==> src/rtl/pkt_mem_pkg.sv <==
// Shared definitions for the 192-bit packet memory: loader and dispatch scheduler.
package pkt_mem_pkg;

  localparam int unsigned PKT_W      = 192;
  localparam int unsigned MEM_ADDR_W = 11;
  localparam int unsigned BATCH_PKTS = 1000;

  typedef enum logic [2:0] {
    IDLE,
    FETCH,
    WAIT,
    HOLD,
    FINISH
  } sched_state_t;

  // Increment with wrap at n (n >= 1).
  function automatic int unsigned wrap_inc(input int unsigned v, input int unsigned n);
    return (v + 1 >= n) ? 0 : v + 1;
  endfunction

endpackage

==> src/rtl/rr_arbiter.sv <==
// Combinational round-robin pick: first requester at or after ptr, wrapping.
module rr_arbiter #(
  parameter int unsigned N = 4,
  localparam int unsigned IDX_W = (N > 1) ? $clog2(N) : 1
) (
  input  logic [N-1:0]     req,
  input  logic [IDX_W-1:0] ptr,
  output logic [N-1:0]     grant_oh,
  output logic [IDX_W-1:0] grant_idx,
  output logic             grant_vld
);

  int unsigned cand;
  logic [IDX_W-1:0] cand_idx;

  always_comb begin
    grant_oh  = '0;
    grant_idx = '0;
    grant_vld = 1'b0;
    cand      = 0;
    cand_idx  = '0;
    for (int unsigned k = 0; k < N; k++) begin
      cand     = (32'(ptr) + k) % N;
      cand_idx = IDX_W'(cand);
      if (!grant_vld && req[cand_idx]) begin
        grant_vld           = 1'b1;
        grant_oh[cand_idx]  = 1'b1;
        grant_idx           = cand_idx;
      end
    end
  end

endmodule

==> src/rtl/var_count.sv <==
// Common up-counter with synchronous clear and increment enable.
module var_count #(
  parameter int unsigned W = 8
) (
  input  logic         clock,
  input  logic         reset,
  input  logic         clr,
  input  logic         inc,
  output logic [W-1:0] count
);

  always_ff @(posedge clock or posedge reset) begin
    if (reset) begin
      count <= '0;
    end else if (clr) begin
      count <= '0;
    end else if (inc) begin
      count <= count + W'(1);
    end
  end

endmodule

==> src/rtl/pkt_dispatch_sched.sv <==
// Port-B read scheduler: fetches each packet of a batch and hands it to a worker lane round-robin.
// Optional stall statistics enabled by defining PKT_DISPATCH_STALL_STATS_EN.
module pkt_dispatch_sched
  import pkt_mem_pkg::*;
#(
  parameter int unsigned DATA_W    = PKT_W,
  parameter int unsigned ADDR_W    = MEM_ADDR_W,
  parameter int unsigned NUM_PKTS  = BATCH_PKTS,
  parameter int unsigned NUM_LANES = 4,
  parameter int unsigned RD_LAT    = 2
) (
  input  logic                 clock,
  input  logic                 reset,
  input  logic                 load_done,
  input  logic                 abort,
  output logic                 enB,
  output logic [ADDR_W-1:0]    addrB,
  input  logic [DATA_W-1:0]    dataFromB,
  input  logic [NUM_LANES-1:0] lane_req,
  output logic [NUM_LANES-1:0] lane_push,
  output logic [DATA_W-1:0]    lane_data,
  output logic                 busy,
  output logic                 done_transmitting,
  output logic [ADDR_W:0]      pkt_count,
  output logic [15:0]          stall_cycles
);

  localparam int unsigned LANE_W = $clog2(NUM_LANES);
  localparam int unsigned LAT_W  = 3;
  localparam int unsigned CNT_W  = ADDR_W + 1;
  localparam logic [ADDR_W-1:0] LAST_ADDR = ADDR_W'(NUM_PKTS - 1);

  sched_state_t state, state_nx;

  logic [ADDR_W-1:0]    addr;
  logic [ADDR_W-1:0]    fetch_addr;
  logic [LAT_W-1:0]     wait_cnt;
  logic [DATA_W-1:0]    hold_q;
  logic [LANE_W-1:0]    rr_ptr;
  logic [NUM_LANES-1:0] grant_oh;
  logic [LANE_W-1:0]    grant_idx;
  logic                 grant_vld;
  logic                 last_pkt;
  logic                 start;
  logic                 capture;
  logic                 push;

  assign last_pkt   = (addr == LAST_ADDR);
  assign fetch_addr = start ? '0 : addr + ADDR_W'(1);

  rr_arbiter #(.N(NUM_LANES)) u_arb (
    .req       (lane_req),
    .ptr       (rr_ptr),
    .grant_oh  (grant_oh),
    .grant_idx (grant_idx),
    .grant_vld (grant_vld)
  );

  always_ff @(posedge clock or posedge reset) begin
    if (reset) begin
      state <= IDLE;
    end else begin
      state <= state_nx;
    end
  end

  // Next state and per-cycle strobes; abort overrides everything outside IDLE.
  always_comb begin
    state_nx = state;
    start    = 1'b0;
    capture  = 1'b0;
    push     = 1'b0;
    case (state)
      IDLE: begin
        if (load_done && !abort) begin
          state_nx = FETCH;
          start    = 1'b1;
        end
      end
      FETCH: state_nx = WAIT;
      WAIT: begin
        if (wait_cnt == '0) begin
          state_nx = HOLD;
          capture  = 1'b1;
        end
      end
      HOLD: begin
        if (grant_vld) begin
          push     = 1'b1;
          state_nx = last_pkt ? FINISH : FETCH;
        end
      end
      FINISH: state_nx = IDLE;
      default: state_nx = IDLE;
    endcase
    if (abort) begin
      state_nx = IDLE;
      start    = 1'b0;
      capture  = 1'b0;
      push     = 1'b0;
    end
  end

  assign lane_push = push ? grant_oh : '0;
  assign lane_data = hold_q;

  always_ff @(posedge clock or posedge reset) begin
    if (reset) begin
      enB               <= 1'b0;
      addrB             <= '0;
      busy              <= 1'b0;
      done_transmitting <= 1'b0;
      wait_cnt          <= '0;
      hold_q            <= '0;
      rr_ptr            <= '0;
    end else begin
      enB               <= (state_nx == FETCH);
      busy              <= (state_nx inside {FETCH, WAIT, HOLD});
      done_transmitting <= (state_nx == FINISH);
      if (state_nx == FETCH) begin
        addrB <= fetch_addr;
      end
      if (state == FETCH) begin
        wait_cnt <= LAT_W'(RD_LAT - 1);
      end else if (wait_cnt != '0) begin
        wait_cnt <= wait_cnt - LAT_W'(1);
      end
      if (capture) begin
        hold_q <= dataFromB;
      end
      if (push) begin
        rr_ptr <= LANE_W'(wrap_inc(32'(grant_idx), NUM_LANES));
      end
    end
  end

  var_count #(.W(ADDR_W)) u_addr_cnt (
    .clock (clock),
    .reset (reset),
    .clr   (start),
    .inc   (push && !last_pkt),
    .count (addr)
  );

  var_count #(.W(CNT_W)) u_pkt_cnt (
    .clock (clock),
    .reset (reset),
    .clr   (start),
    .inc   (push),
    .count (pkt_count)
  );

`ifdef PKT_DISPATCH_STALL_STATS_EN
  // Cycles a packet sat in HOLD with no lane asking for it; saturating.
  always_ff @(posedge clock or posedge reset) begin
    if (reset) begin
      stall_cycles <= '0;
    end else if (start) begin
      stall_cycles <= '0;
    end else if (state == HOLD && lane_req == '0 && stall_cycles != 16'hFFFF) begin
      stall_cycles <= stall_cycles + 16'd1;
    end
  end
`else
  assign stall_cycles = '0;
`endif

endmodule

==> config.mk <==
export PLATFORM = sky130hd
export DESIGN_NAME = pkt_dispatch_sched
export DESIGN_NICKNAME = d
export VERILOG_FILES = /design/src/rtl/pkt_mem_pkg.sv /design/src/rtl/rr_arbiter.sv /design/src/rtl/var_count.sv /design/src/rtl/pkt_dispatch_sched.sv
export SDC_FILE = /design/constraint.sdc
export NUM_CORES = 1
export LEC_CHECK = 0
export CORE_AREA = 4 4 168 170
export DETAILED_ROUTE_END_ITERATION = 7
export DIE_AREA = 0 0 172 174
export PLACE_DENSITY = 0.72
export SLEW_MARGIN = 20
export SYNTH_ARGS = -nofsm -noshare
export SYNTH_HDL_FRONTEND = slang
export SYNTH_SLANG_ARGS = --single-unit
export TNS_END_PERCENT = 20
==> constraint.sdc <==
create_clock -name clock -period 13.1 [get_ports clock]
set_input_delay 3.93 -clock clock [delete_from_list [all_inputs] [get_ports clock]]
set_output_delay 3.93 -clock clock [all_outputs]
set_load 0.01 [all_outputs]
==> summary.txt, run 1 <==
Placement
  • GP Congestion: 0.841
  • Post-DP Area: 14400 µm²
  • HPWL Detailed: 22200 µm
  • Port Buffers: 421

Worst hold path
  • Hold Path Class: reg -> reg

Power and ir drop
  • Clk pwr share: 23.2%
  • LEAKAGE: 6.74 nW
  • Switch Pwr: 912 µW
  • P_int: 2.17 mW
  • Worst IR Drop VDD: 0.116 mV
  • Power Density: 202 nW/µm²
  • Flop pwr share: 37.5%
  • Comb power frac: 39.3%
  • Switching share of power: 29.6%

STA
  • Clk_skew: 14.3 ps
  • Unrepaired setup endpoints after global routing: false
  • Final Slew Violations: 0
  • Max frequency: 94.8 MHz
  • Setup TNS: 0 ps
  • Slew HR: 37.1%
  • Final hold violation count: 0
  • Crit path time final: 10550 ps
  • Worst-margin pin slew: 943 ps
  • Setup Viol. Count Final: 0
  • Fin crit share: 80.5%

Clock network
  • CTS tree: yes
  • Clock slew at reported path FFs: 60 ps
  • Root Driver: clkbuf_16
  • CTS Buf Count: 27
  • CTS-repair resized insts: 0
  • Clk_lat worst skew: 520 ps
  • H-tree depth: 1
  • Setup bufs post-CTS: 0
  • Sink Count: 237
  • Hold Buf Count CTS: 0
  • Clock buffer depth: 3

Critical path
  • CP Max Fanout: 12
  • Cell count along the critical path: 7
  • Worst reg2reg startpoint: wait_cnt[0]
  • Worst path required time: 9170 ps
  • Max stage delay on crit path: 630 ps
  • CP most frequent cell: clkdlybuf4s50_1
  • Critical path buffers and inverters: 2
  • CP Capture Type: output port
  • Startpoint types: input pin
  • Arr. time, crit path: 6620 ps
  • Setup slack, reg-to-reg: 9970 ps
  • Worst-path cell chain: clkdlybuf4s50_1 > mux4_2 > nor2b_1 > a22o_1 > mux2i_1 > a21oi_1 > clkdlybuf4s50_1
  • Crit path launch: lane_req[2]
  • Worst Setup EP: lane_push[2]
  • Setup Crit Path Kind: in -> out
  • Critical R2R Capture: lane_data[83]
  • Top delay family on crit path: buffers and inverters
  • Worst Reg2Reg Path Length in Cells: 7
  • CP max-delay cell: mux4_2

Layout
  • Post-route cell area: 15200 µm²
  • P&R area growth vs syn: 53.4%
  • Fillcell total: 2235
  • Layout Nets: 1341
  • Register area: 5930 µm²
  • Share of layout cells above drive strength 1: 22.1%
  • Area of the multi-input gates: 3740 µm²

Route
  • First-pass detailed-route iteration total: 4
  • Final ANT Viol Nets: 0
  • Iter 0 DRT Violations: 256
  • Routed vias/inst: 4.86
  • Drt total wl: 29900 µm
  • Drt drc: 0
  • DR vias: 7223
  • WL/cell: 20.1 µm

Die
  • Die W: 172 µm
  • Number of placed I/O pins: 438
  • Die area: 29900 µm²
  • Core area: 26700 µm²
  • Row cnt: 60
  • Die height: 174 µm
  • Starting Density: 37.2%

Logic synthesis
  • Ys async rst share: 100%
  • Synth cell types: 57
  • Xor/xnor cell area share of the yosys netlist: 1.94%
  • Multiplexer area fraction after synthesis: 22.8%
  • FF+latch count, synth: 237
  • Ys Warns: 0
  • Synth Area in Compound Gates: 4.68%
  • Synthesized area per cell: 13.9 µm²
  • Mapped Area: 9940 µm²
  • Cells after Synth: 713
  • Post-synth EDFFs: 0
  • Sequential-to-total area share from yosys stat: 59.7%
  • Synth Area in Adders: 1.51%
  • Synth Area in Simple Gates: 5.99%
  • Primary FF master, synth: dfrtp_1
  • Largest family of logic cells by synthesized area: multiplexers

GRT
  • Global-route wire length before repair: 44200 µm
  • Largest net degree at the start of global routing: 104
  • Initial antenna violation count: 3
  • Vias in the first global route: 7474
  • Grt total ovfl: 0
  • GRT Util Overall: 18.8%

Run
  • Max Cap Viol: 0

Status
  • Status: complete, no violations
==> cell usage after synthesis, types with 2 or more instances <==
master    count  area, µm²
mux4_2        2       45.0
xor2_1        8       70.1
dfrtp_1     237       5930
o31ai_1      11       82.6
nor4_1        3       18.8
nor2_1       26       97.6
buf_1         2       7.51
a41oi_1       3       26.3
nor2b_1       8       50.1
mux2i_1       6       60.1
clkbuf_1     33        124
nand2b_1      4       25.0
nor3b_1       2       15.0
nor3_1        6       30.0
and2_1        3       18.8
and4_1        3       26.3
or2_2         2       12.5
ha_1         12        150
inv_1         9       33.8
a22o_1       10       87.6
buf_2         2       10.0
buf_6         3       33.8
nand4_1       6       37.5
mux2_2      192       2160
and3_1        6       37.5
o21a_1        4       30.0
a21oi_1       8       40.0
nand2_1      25       93.8
nand3_1       8       40.0
buf_4        16        120
o21ai_1       4       20.0
xnor2_1      14        123
o21ai_0       9       45.0
o211ai_1      3       22.5
==> how the worst min path moves through the flow <==
stage / from / endpoint / cells after the start
3_5_place_dp: addrB[3] / addrB[3] / 2
5_1_grt: addrB[10] / addrB[10] / 2
3_3_place_gp: addrB[10] / addrB[10] / 2
4_1_cts: addrB[3] / addrB[3] / 2
2_1_floorplan: wait_cnt[1] / wait_cnt[1] / 2
6_report: addrB[3] / addrB[3] / 2
==> flip-flops by register name, summed over array words and instances, names as in the netlist, named ones only <==
signal and cells:
busy 1, enB 1, rr_ptr 1, u_addr_cnt.count 11, state 3, done_transmitting 1, lane_data 192, addrB 11
wait_cnt 3, u_pkt_cnt.count 12
==> cell families after synthesis <==
| kind of cell | after synthesis |
|---|---|
| AND/OR/NAND/NOR | 112 |
| AO/OA/AOI/OAI | 63 |
| flip-flops | 237 |
| other | 1 |
| XOR/XNOR | 22 |
| adder cells (fa/ha/maj) | 12 |
| buffers and inverters | 66 |
| multiplexers | 200 |
==> worst register-to-register path: cells and delay by family (launching register included) <==
family	cells	cell delay, ps
buffers and inverters	3	1120
AND/OR/NAND/NOR	1	560
multiplexers	1	520
adder cells (fa/ha/maj)	2	470
flip-flops	1	360
==> per-layer routing <==
layer	GRT usage (%)	up-vias	part of all wire, %
li1	-	3318	-
met1	21.7	3539	37
met2	31.8	298	48
met3	7.32	64	10
met4	6.62	4	4.0
met5	0	-	0.060
==> power by group through the flow <==
stage	clock network [mW]	registers (mW)	logic (mW)
2_1_floorplan	0	1.27	0.388
3_3_place_gp	0	1.15	1.21
3_5_place_dp	0	1.17	1.22
4_1_cts	0.740	1.16	1.23
5_1_grt	0.770	1.19	1.29
6_report	0.715	1.15	1.21
==> metrics by stage <==
step           instances  power [mW]  worst slack, ps  utilization (%)  hold WS, ps
6_report            1487        3.08             2550             57.1          475
5_1_grt             1487        3.25             2360             57.1          498
4_1_cts             1486        3.13             2580             57.0          481
3_5_place_dp        1441        2.39             2610             53.9          468
3_3_place_gp        1441        2.36             2690             53.9          461
2_1_floorplan        728        1.66             2670                -          480
==> area by class of cell <==
class | count | share of cell area [%]
repair buffers | 428 | 28.0
multi-input cells | 425 | 24.5
clock buffers | 38 | 5.10
inverters | 10 | 0.295
well taps | 341 | 2.80
diodes | 1 | 0.0164
clock inverters | 7 | 0.394
flip-flops and latches | 237 | 38.9
==> cell usage in the layout, fill, tap and decap left out, types with 9 or more instances in the layout <==
| cell | Yosys | routed |
|---|---|---|
| conb_1 | 1 | 16 |
| nor2_1 | 26 | 26 |
| a22o_1 | 10 | 10 |
| nand2_1 | 25 | 25 |
| xnor2_1 | 14 | 14 |
| o31ai_1 | 11 | 11 |
| clkdlybuf4s50_1 | 0 | 421 |
| dfrtp_1 | 237 | 237 |
| o21ai_0 | 9 | 9 |
| clkbuf_16 | 0 | 27 |
| mux2_2 | 192 | 192 |
| ha_1 | 12 | 12 |
Note: power is estimated with default switching activity, not from simulation.
==> run 2: changes to the inputs <==
--- a/config.mk
+++ b/config.mk
@@ -5,10 +5,10 @@
 export SDC_FILE = /design/constraint.sdc
 export NUM_CORES = 1
 export LEC_CHECK = 0
-export CORE_AREA = 4 4 168 170
+export CORE_MARGIN = 4
+export CORE_UTILIZATION = 38
 export DETAILED_ROUTE_END_ITERATION = 7
-export DIE_AREA = 0 0 172 174
-export PLACE_DENSITY = 0.72
+export PLACE_DENSITY = 0.77
 export SLEW_MARGIN = 20
 export SYNTH_ARGS = -nofsm -noshare
 export SYNTH_HDL_FRONTEND = slang
==> constraint.sdc (replaced) <==
create_clock -name clock -period 9.55 [get_ports clock]
set_input_delay 2.865 -clock clock [delete_from_list [all_inputs] [get_ports clock]]
set_output_delay 2.865 -clock clock [all_outputs]
set_load 0.01 [all_outputs]
==> run 2 against run 1 <==
Net effect:
- register-to-register slack got worse by 3500 ps
- sequential cell count unchanged
- sequential share of layout area down 0.060 points
- via count down 0.30%
- critical path depth stayed put
- total power up 38%
- sequential power up 37%
- critical path type unchanged
- critical endpoint unchanged
- largest cell class unchanged
- highest routed layer unchanged
==> summary.txt, run 2 (synthesis gave the netlist of run 1 again) <==
STA
  • Max frequency: 118 MHz
  • Setup Viol. Count Final: 0 (unchanged)
  • Crit path time final: 8470 ps
  • Final Slew Violations: 0 (unchanged)
  • Worst-margin pin slew: 1120 ps (was 943 ps)
  • Slew HR: 25.2% (was 37.1%)
  • PnR worst setup slack: 1080 ps (was 2550 ps)
  • Clk_skew: 19.7 ps (was 14.3 ps)
  • Final hold slack: 476 ps (was 475 ps)
  • Unrepaired setup endpoints after global routing: false (unchanged)
  • Setup TNS: 0 ps (unchanged)
  • Final hold violation count: 0 (unchanged)
  • Fin crit share: 88.7%

Power and ir drop
  • Power Density: 278 nW/µm² (was 202 nW/µm²)
  • Tot Pwr: 4.25 mW (was 3.08 mW)
  • Switching share of power: 29.7% (was 29.6%)
  • LEAKAGE: 6.76 nW (was 6.74 nW)
  • P_int: 2.99 mW (was 2.17 mW)
  • Clk pwr share: 23.7% (was 23.2%)
  • Switch Pwr: 1.26 mW (was 912 µW)
  • Comb power frac: 39.1% (was 39.3%)
  • Flop pwr share: 37.2% (was 37.5%)
  • Worst IR Drop VDD: 0.181 mV (was 0.116 mV)

GRT
  • Grt total ovfl: 0 (unchanged)
  • Global-route wire length before repair: 43800 µm (was 44200 µm)
  • Initial antenna violation count: 4 (was 3)
  • GRT Util Overall: 19.3% (was 18.8%)
  • Largest net degree at the start of global routing: 110 (was 104)
  • Vias in the first global route: 7517 (was 7474)

Layout
  • Most frequent cells in the layout: 421 x clkdlybuf4s50_1, 237 x dfrtp_1, 192 x mux2_2, 27 x clkbuf_16, 26 x nor2_1 (unchanged)
  • Layout Nets: 1341 (unchanged)
  • P&R area growth vs syn: 53.7% (was 53.4%)
  • Share of layout cells above drive strength 1: 22.5% (was 22.1%)
  • Largest register FFs: 192 (unchanged)
  • Register area: 5930 µm² (unchanged)
  • Area of the multi-input gates: 3740 µm² (unchanged)
  • Most common cell after layout, fill and taps aside: clkdlybuf4s50_1 (unchanged)
  • Fillcell total: 2004 (was 2235)
  • Final core utilization: 60.0% (was 57.1%)

Critical path
  • CP Max Fanout: 12 (unchanged)
  • Worst path required time: 6690 ps (was 9170 ps)
  • Critical R2R Capture: rr_ptr[1] (was lane_data[83])
  • Arr. time, crit path: 5600 ps (was 6620 ps)
  • CP max-delay cell: mux4_2 (unchanged)
  • CP Capture Type: output port (unchanged)
  • CP most frequent cell: clkdlybuf4s50_1 (unchanged)
  • Worst Setup EP: lane_push[2] (unchanged)
  • Setup slack, reg-to-reg: 6460 ps (was 9970 ps)
  • Max stage delay on crit path: 620 ps (was 630 ps)
  • Worst-path cell chain: clkdlybuf4s50_1 > mux4_2 > nor2b_1 > a22o_1 > mux2i_1 > a21oi_1 > clkdlybuf4s50_1 (unchanged)
  • Worst Reg2Reg Path Length in Cells: 7 (unchanged)
  • Crit path launch: lane_req[2] (unchanged)
  • Setup Crit Path Kind: in -> out (unchanged)
  • Startpoint types: input pin (unchanged)

Placement
  • Setup WS pre-CTS: 1130 ps (was 2610 ps)
  • HPWL Detailed: 21700 µm (was 22200 µm)
  • GP Congestion: 0.812 (was 0.841)
  • Port Buffers: 421 (unchanged)

Die
  • Row cnt: 58 (was 60)
  • Core area: 25500 µm² (was 26700 µm²)
  • Number of placed I/O pins: 438 (unchanged)
  • Starting Density: 39.0% (was 37.2%)
  • Die height: 170 µm (was 174 µm)
  • Die W: 170 µm (was 172 µm)
  • Die area: 28800 µm² (was 29900 µm²)

Route
  • Drt total wl: 29400 µm (was 29900 µm)
  • Routed vias/inst: 4.86 (about the same)
  • WL/cell: 19.9 µm (was 20.1 µm)
  • First-pass detailed-route iteration total: 5 (was 4)
  • Iter 0 DRT Violations: 407 (was 256)
  • Drt drc: 0 (unchanged)
  • DR vias: 7201 (was 7223)
  • Final ANT Viol Nets: 0 (unchanged)

Clock network
  • Hold Buf Count CTS: 0 (unchanged)
  • Setup bufs post-CTS: 0 (unchanged)
  • Clock buffer depth: 3 (unchanged)
  • CTS tree: yes (unchanged)
  • Clk_lat worst skew: 530 ps (was 520 ps)
  • Sink Count: 237 (unchanged)
  • CTS-repair resized insts: 0 (unchanged)
  • H-tree depth: 1 (unchanged)
  • Clock slew at reported path FFs: 60 ps (about the same)
  • CTS Buf Count: 27 (unchanged)
  • Root Driver: clkbuf_16 (unchanged)

Run
  • Max Cap Viol: 0 (unchanged)

Status
  • Status: complete, no violations (unchanged)

Worst hold path
  • Hold Path Class: reg -> reg (unchanged)
  • Hold path startpoint: addrB[4] (was addrB[3])
## run 2: layer usage
layer	GRT usage [%]	vias to the layer above	wire, µm
met2	33.7	282	15000
li1	-	3327	-
met4	5.78	2	867
met1	22.8	3541	11000
met5	0	-	13
met3	6.01	49	2480
## run 2: worst min path at each step
stage	to	slack [ps]	cells past startpoint
floorplan	wait_cnt[1]	480	2
global placement	addrB[10]	460	2
detailed placement	addrB[4]	470	2
CTS	addrB[4]	480	2
global route	addrB[4]	500	2
finish	addrB[4]	480	2
## run 2: critical path: cells and delay by family
| family | cells | cell delay (ps) |
|---|---|---|
| buf+inv | 2 | 1190 |
| compound gates | 2 | 450 |
| simple gates | 1 | 400 |
| mux | 2 | 700 |
## run 2: area by class of cell
cell class	instances	share of cell area, %
Antenna cell	3	0.0492
Clock buffer	37	5.13
Clock inverter	11	0.590
Inverter	10	0.295
Multi-Input combinational cell	425	24.5
Sequential cell	237	38.8
Tap cell	330	2.70
Timing Repair Buffer	428	27.9
## run 2: through the flow
step           cell area, µm²  instances
2_1_floorplan            9990        728
4_1_cts                 15300       1478
3_5_place_dp            14400       1430
6_report                15300       1481
5_1_grt                 15300       1480
3_3_place_gp            14400       1430
## run 2: power groups by stage
stage | logic (mW) | registers [mW] | clock network (mW)
after detailed placement | 1.68 | 1.60 | 0
after floorplan | 0.532 | 1.75 | 0
after global routing | 1.77 | 1.63 | 1.08
after global placement | 1.66 | 1.57 | 0
final | 1.66 | 1.58 | 1.01
after CTS | 1.69 | 1.58 | 1.04
==> run 3: changes to the inputs <==
--- a/config.mk
+++ b/config.mk
@@ -5,7 +5,7 @@
 export SDC_FILE = /design/constraint.sdc
 export NUM_CORES = 1
 export LEC_CHECK = 0
-export CORE_MARGIN = 4
+export CORE_MARGIN = 5
 export CORE_UTILIZATION = 38
 export DETAILED_ROUTE_END_ITERATION = 7
 export PLACE_DENSITY = 0.77
==> run 3 against run 2 <==
Net effect:
- die area is 2.4% higher
- register-to-register slack better by 60 ps
- combinational power hardly changed
- clock skew is 9.3 ps lower
- global-route usage is 0.36 points lower
- clock power hardly changed
- critical path depth stayed put
- critical endpoint is now lane_push[1]
==> summary.txt, run 3 (synthesis gave the netlist of run 1 again) <==
Status
  • Status: complete, no violations (unchanged)

Worst hold path
  • Hold path startpoint: addrB[6] (was addrB[4])
  • Hold Path Class: reg -> reg (unchanged)

Route
  • WL/cell: 20.2 µm (was 19.9 µm)
  • Iter 0 DRT Violations: 431 (was 407)
  • First-pass detailed-route iteration total: 4 (was 5)
  • Routed vias/inst: 4.84 (was 4.86)
  • Final ANT Viol Nets: 0 (unchanged)
  • DR vias: 7158 (was 7201)
  • Drt drc: 0 (unchanged)
  • Drt total wl: 29800 µm (was 29400 µm)

Critical path
  • Worst-path cell chain: clkdlybuf4s50_1 > mux4_2 > nor2b_1 > a22o_1 > mux2i_1 > a21oi_1 > clkdlybuf4s50_1 (unchanged)
  • Max stage delay on crit path: 620 ps (about the same)
  • Setup Crit Path Kind: in -> out (unchanged)
  • CP max-delay cell: mux4_2 (unchanged)
  • CP most frequent cell: clkdlybuf4s50_1 (unchanged)
  • Crit path launch: lane_req[2] (unchanged)
  • Arr. time, crit path: 5520 ps (was 5600 ps)
  • Startpoint types: input pin (unchanged)
  • CP Max Fanout: 12 (unchanged)
  • Worst path required time: 6690 ps (about the same)
  • CP Capture Type: output port (unchanged)

Clock network
  • Root Driver: clkbuf_16 (unchanged)
  • Clock buffer depth: 3 (unchanged)
  • H-tree depth: 1 (unchanged)
  • Setup bufs post-CTS: 0 (unchanged)
  • CTS-repair resized insts: 0 (unchanged)
  • CTS Buf Count: 27 (unchanged)
  • Sink Count: 237 (unchanged)
  • Clk_lat worst skew: 530 ps (about the same)
  • CTS tree: yes (unchanged)
  • Hold Buf Count CTS: 0 (unchanged)
  • Clock slew at reported path FFs: 50 ps (was 60 ps)

GRT
  • M3 GR Usage: 6.27% (was 6.01%)
  • Largest net degree at the start of global routing: 103 (was 110)
  • Grt total ovfl: 0 (unchanged)
  • GR Util met1: 22.3% (was 22.8%)
  • Global-route wire length before repair: 43800 µm (about the same)
  • GR Util met2: 33.0% (was 33.7%)
  • GR peak layer: met2 (unchanged)
  • GRT Util Overall: 18.9% (was 19.3%)
  • Initial antenna violation count: 3 (was 4)
  • Vias in the first global route: 7562 (was 7517)

Placement
  • GP Congestion: 0.817 (was 0.812)
  • HPWL Detailed: 22100 µm (was 21700 µm)
  • Inst Count DP: 1435 (was 1430)
  • Port Buffers: 421 (unchanged)
  • Setup WS pre-CTS: 1200 ps (was 1130 ps)

STA
  • Setup TNS: 0 ps (unchanged)
  • Final hold violation count: 0 (unchanged)
  • Clk_skew: 10.5 ps (was 19.7 ps)
  • Setup Viol. Count Final: 0 (unchanged)
  • Unrepaired setup endpoints after global routing: false (unchanged)
  • Worst-margin pin slew: 1010 ps (was 1120 ps)
  • Crit path time final: 8390 ps (was 8470 ps)
  • Fin crit share: 87.8% (was 88.7%)
  • Max frequency: 119 MHz (was 118 MHz)
  • Slew HR: 32.7% (was 25.2%)
  • PnR worst setup slack: 1160 ps (was 1080 ps)
  • Final Slew Violations: 0 (unchanged)

Layout
  • Share of layout cells above drive strength 1: 22.2% (was 22.5%)
  • P&R area growth vs syn: 53.5% (was 53.7%)
  • Largest register FFs: 192 (unchanged)
  • Fin cells: 1479 (was 1481)
  • Most frequent cells in the layout: 421 x clkdlybuf4s50_1, 237 x dfrtp_1, 192 x mux2_2, 27 x clkbuf_16, 26 x nor2_1 (unchanged)
  • Final core utilization: 58.9% (was 60.0%)
  • Most common cell after layout, fill and taps aside: clkdlybuf4s50_1 (unchanged)
  • Layout Nets: 1341 (unchanged)
  • Fillcell total: 2025 (was 2004)

Die
  • Number of placed I/O pins: 438 (unchanged)
  • Starting Density: 38.4% (was 39.0%)
  • Die area: 29500 µm² (was 28800 µm²)
  • Row cnt: 59 (was 58)
  • Die height: 172 µm (was 170 µm)
  • Core area: 25900 µm² (was 25500 µm²)
  • Die W: 172 µm (was 170 µm)

Run
  • Max Cap Viol: 0 (unchanged)

Power and ir drop
  • Power Density: 278 nW/µm² (about the same)
  • LEAKAGE: 6.75 nW (was 6.76 nW)
  • Worst IR Drop VDD: 0.202 mV (was 0.181 mV)
run 3: cell count changes in the layout (fill, tap and decap cells not counted):
cell,previous run,this run
buf_12,0,1
clkbuf_1,3,2
clkinvlp_4,1,0
buf_4,7,6
diode_2,3,1
clkinv_2,7,4
run 3: cell type report:
type | instances | area [µm²] | share of cell area (%)
clock buffers | 36 | 779 | 5.11
inverters | 10 | 45.0 | 0.295
repair buffers | 428 | 4280 | 28.0
diodes | 1 | 2.50 | 0.0164
flip-flops and latches | 237 | 5930 | 38.9
multi-input cells | 425 | 3740 | 24.5
clock inverters | 7 | 67.6 | 0.443
well taps | 335 | 419 | 2.75
run 3: path summary, 6_finish.rpt:
check                           depth (start not counted)        endpoint  slack (ps)
worst min register to register                          2        addrB[6]         480
min in group asynchronous                               2  lane_data[178]        2860
worst max register to register                          7       rr_ptr[1]        6520
worst min-delay path                                    2        addrB[6]         480
worst max-delay path                                    7    lane_push[1]        1160
max in group asynchronous                               3  lane_data[126]        5270
run 3: report_power, final:
part	total [mW]	internal [mW]	switching, mW
clock network	0.995	0.592	0.403
logic	1.66	1.01	0.651
registers	1.59	1.38	0.209
total	4.24	2.98	1.26
run 3: metrics by stage:
step / hold WS (ps) / cell area [µm²] / total power [mW]
global route: 508 / 15300 / 4.47
finish: 483 / 15300 / 4.24
CTS: 487 / 15300 / 4.31
global placement: 463 / 14400 / 3.23
detailed placement: 470 / 14400 / 3.28
floorplan: 480 / 9990 / 2.28
run 3: worst max-delay path, delay by kind of cell:
kind	cells	cell delay [ps]
compound gates	2	400
buf+inv	2	1200
mux	2	690
simple gates	1	360
run 3: per-layer routing:
metal  vias to the layer above  routed length [µm]
met3                        58                2630
met4                         4                 922
li1                       3320                   -
met2                       285               14900
met5                         -                  21
met1                      3491               11400
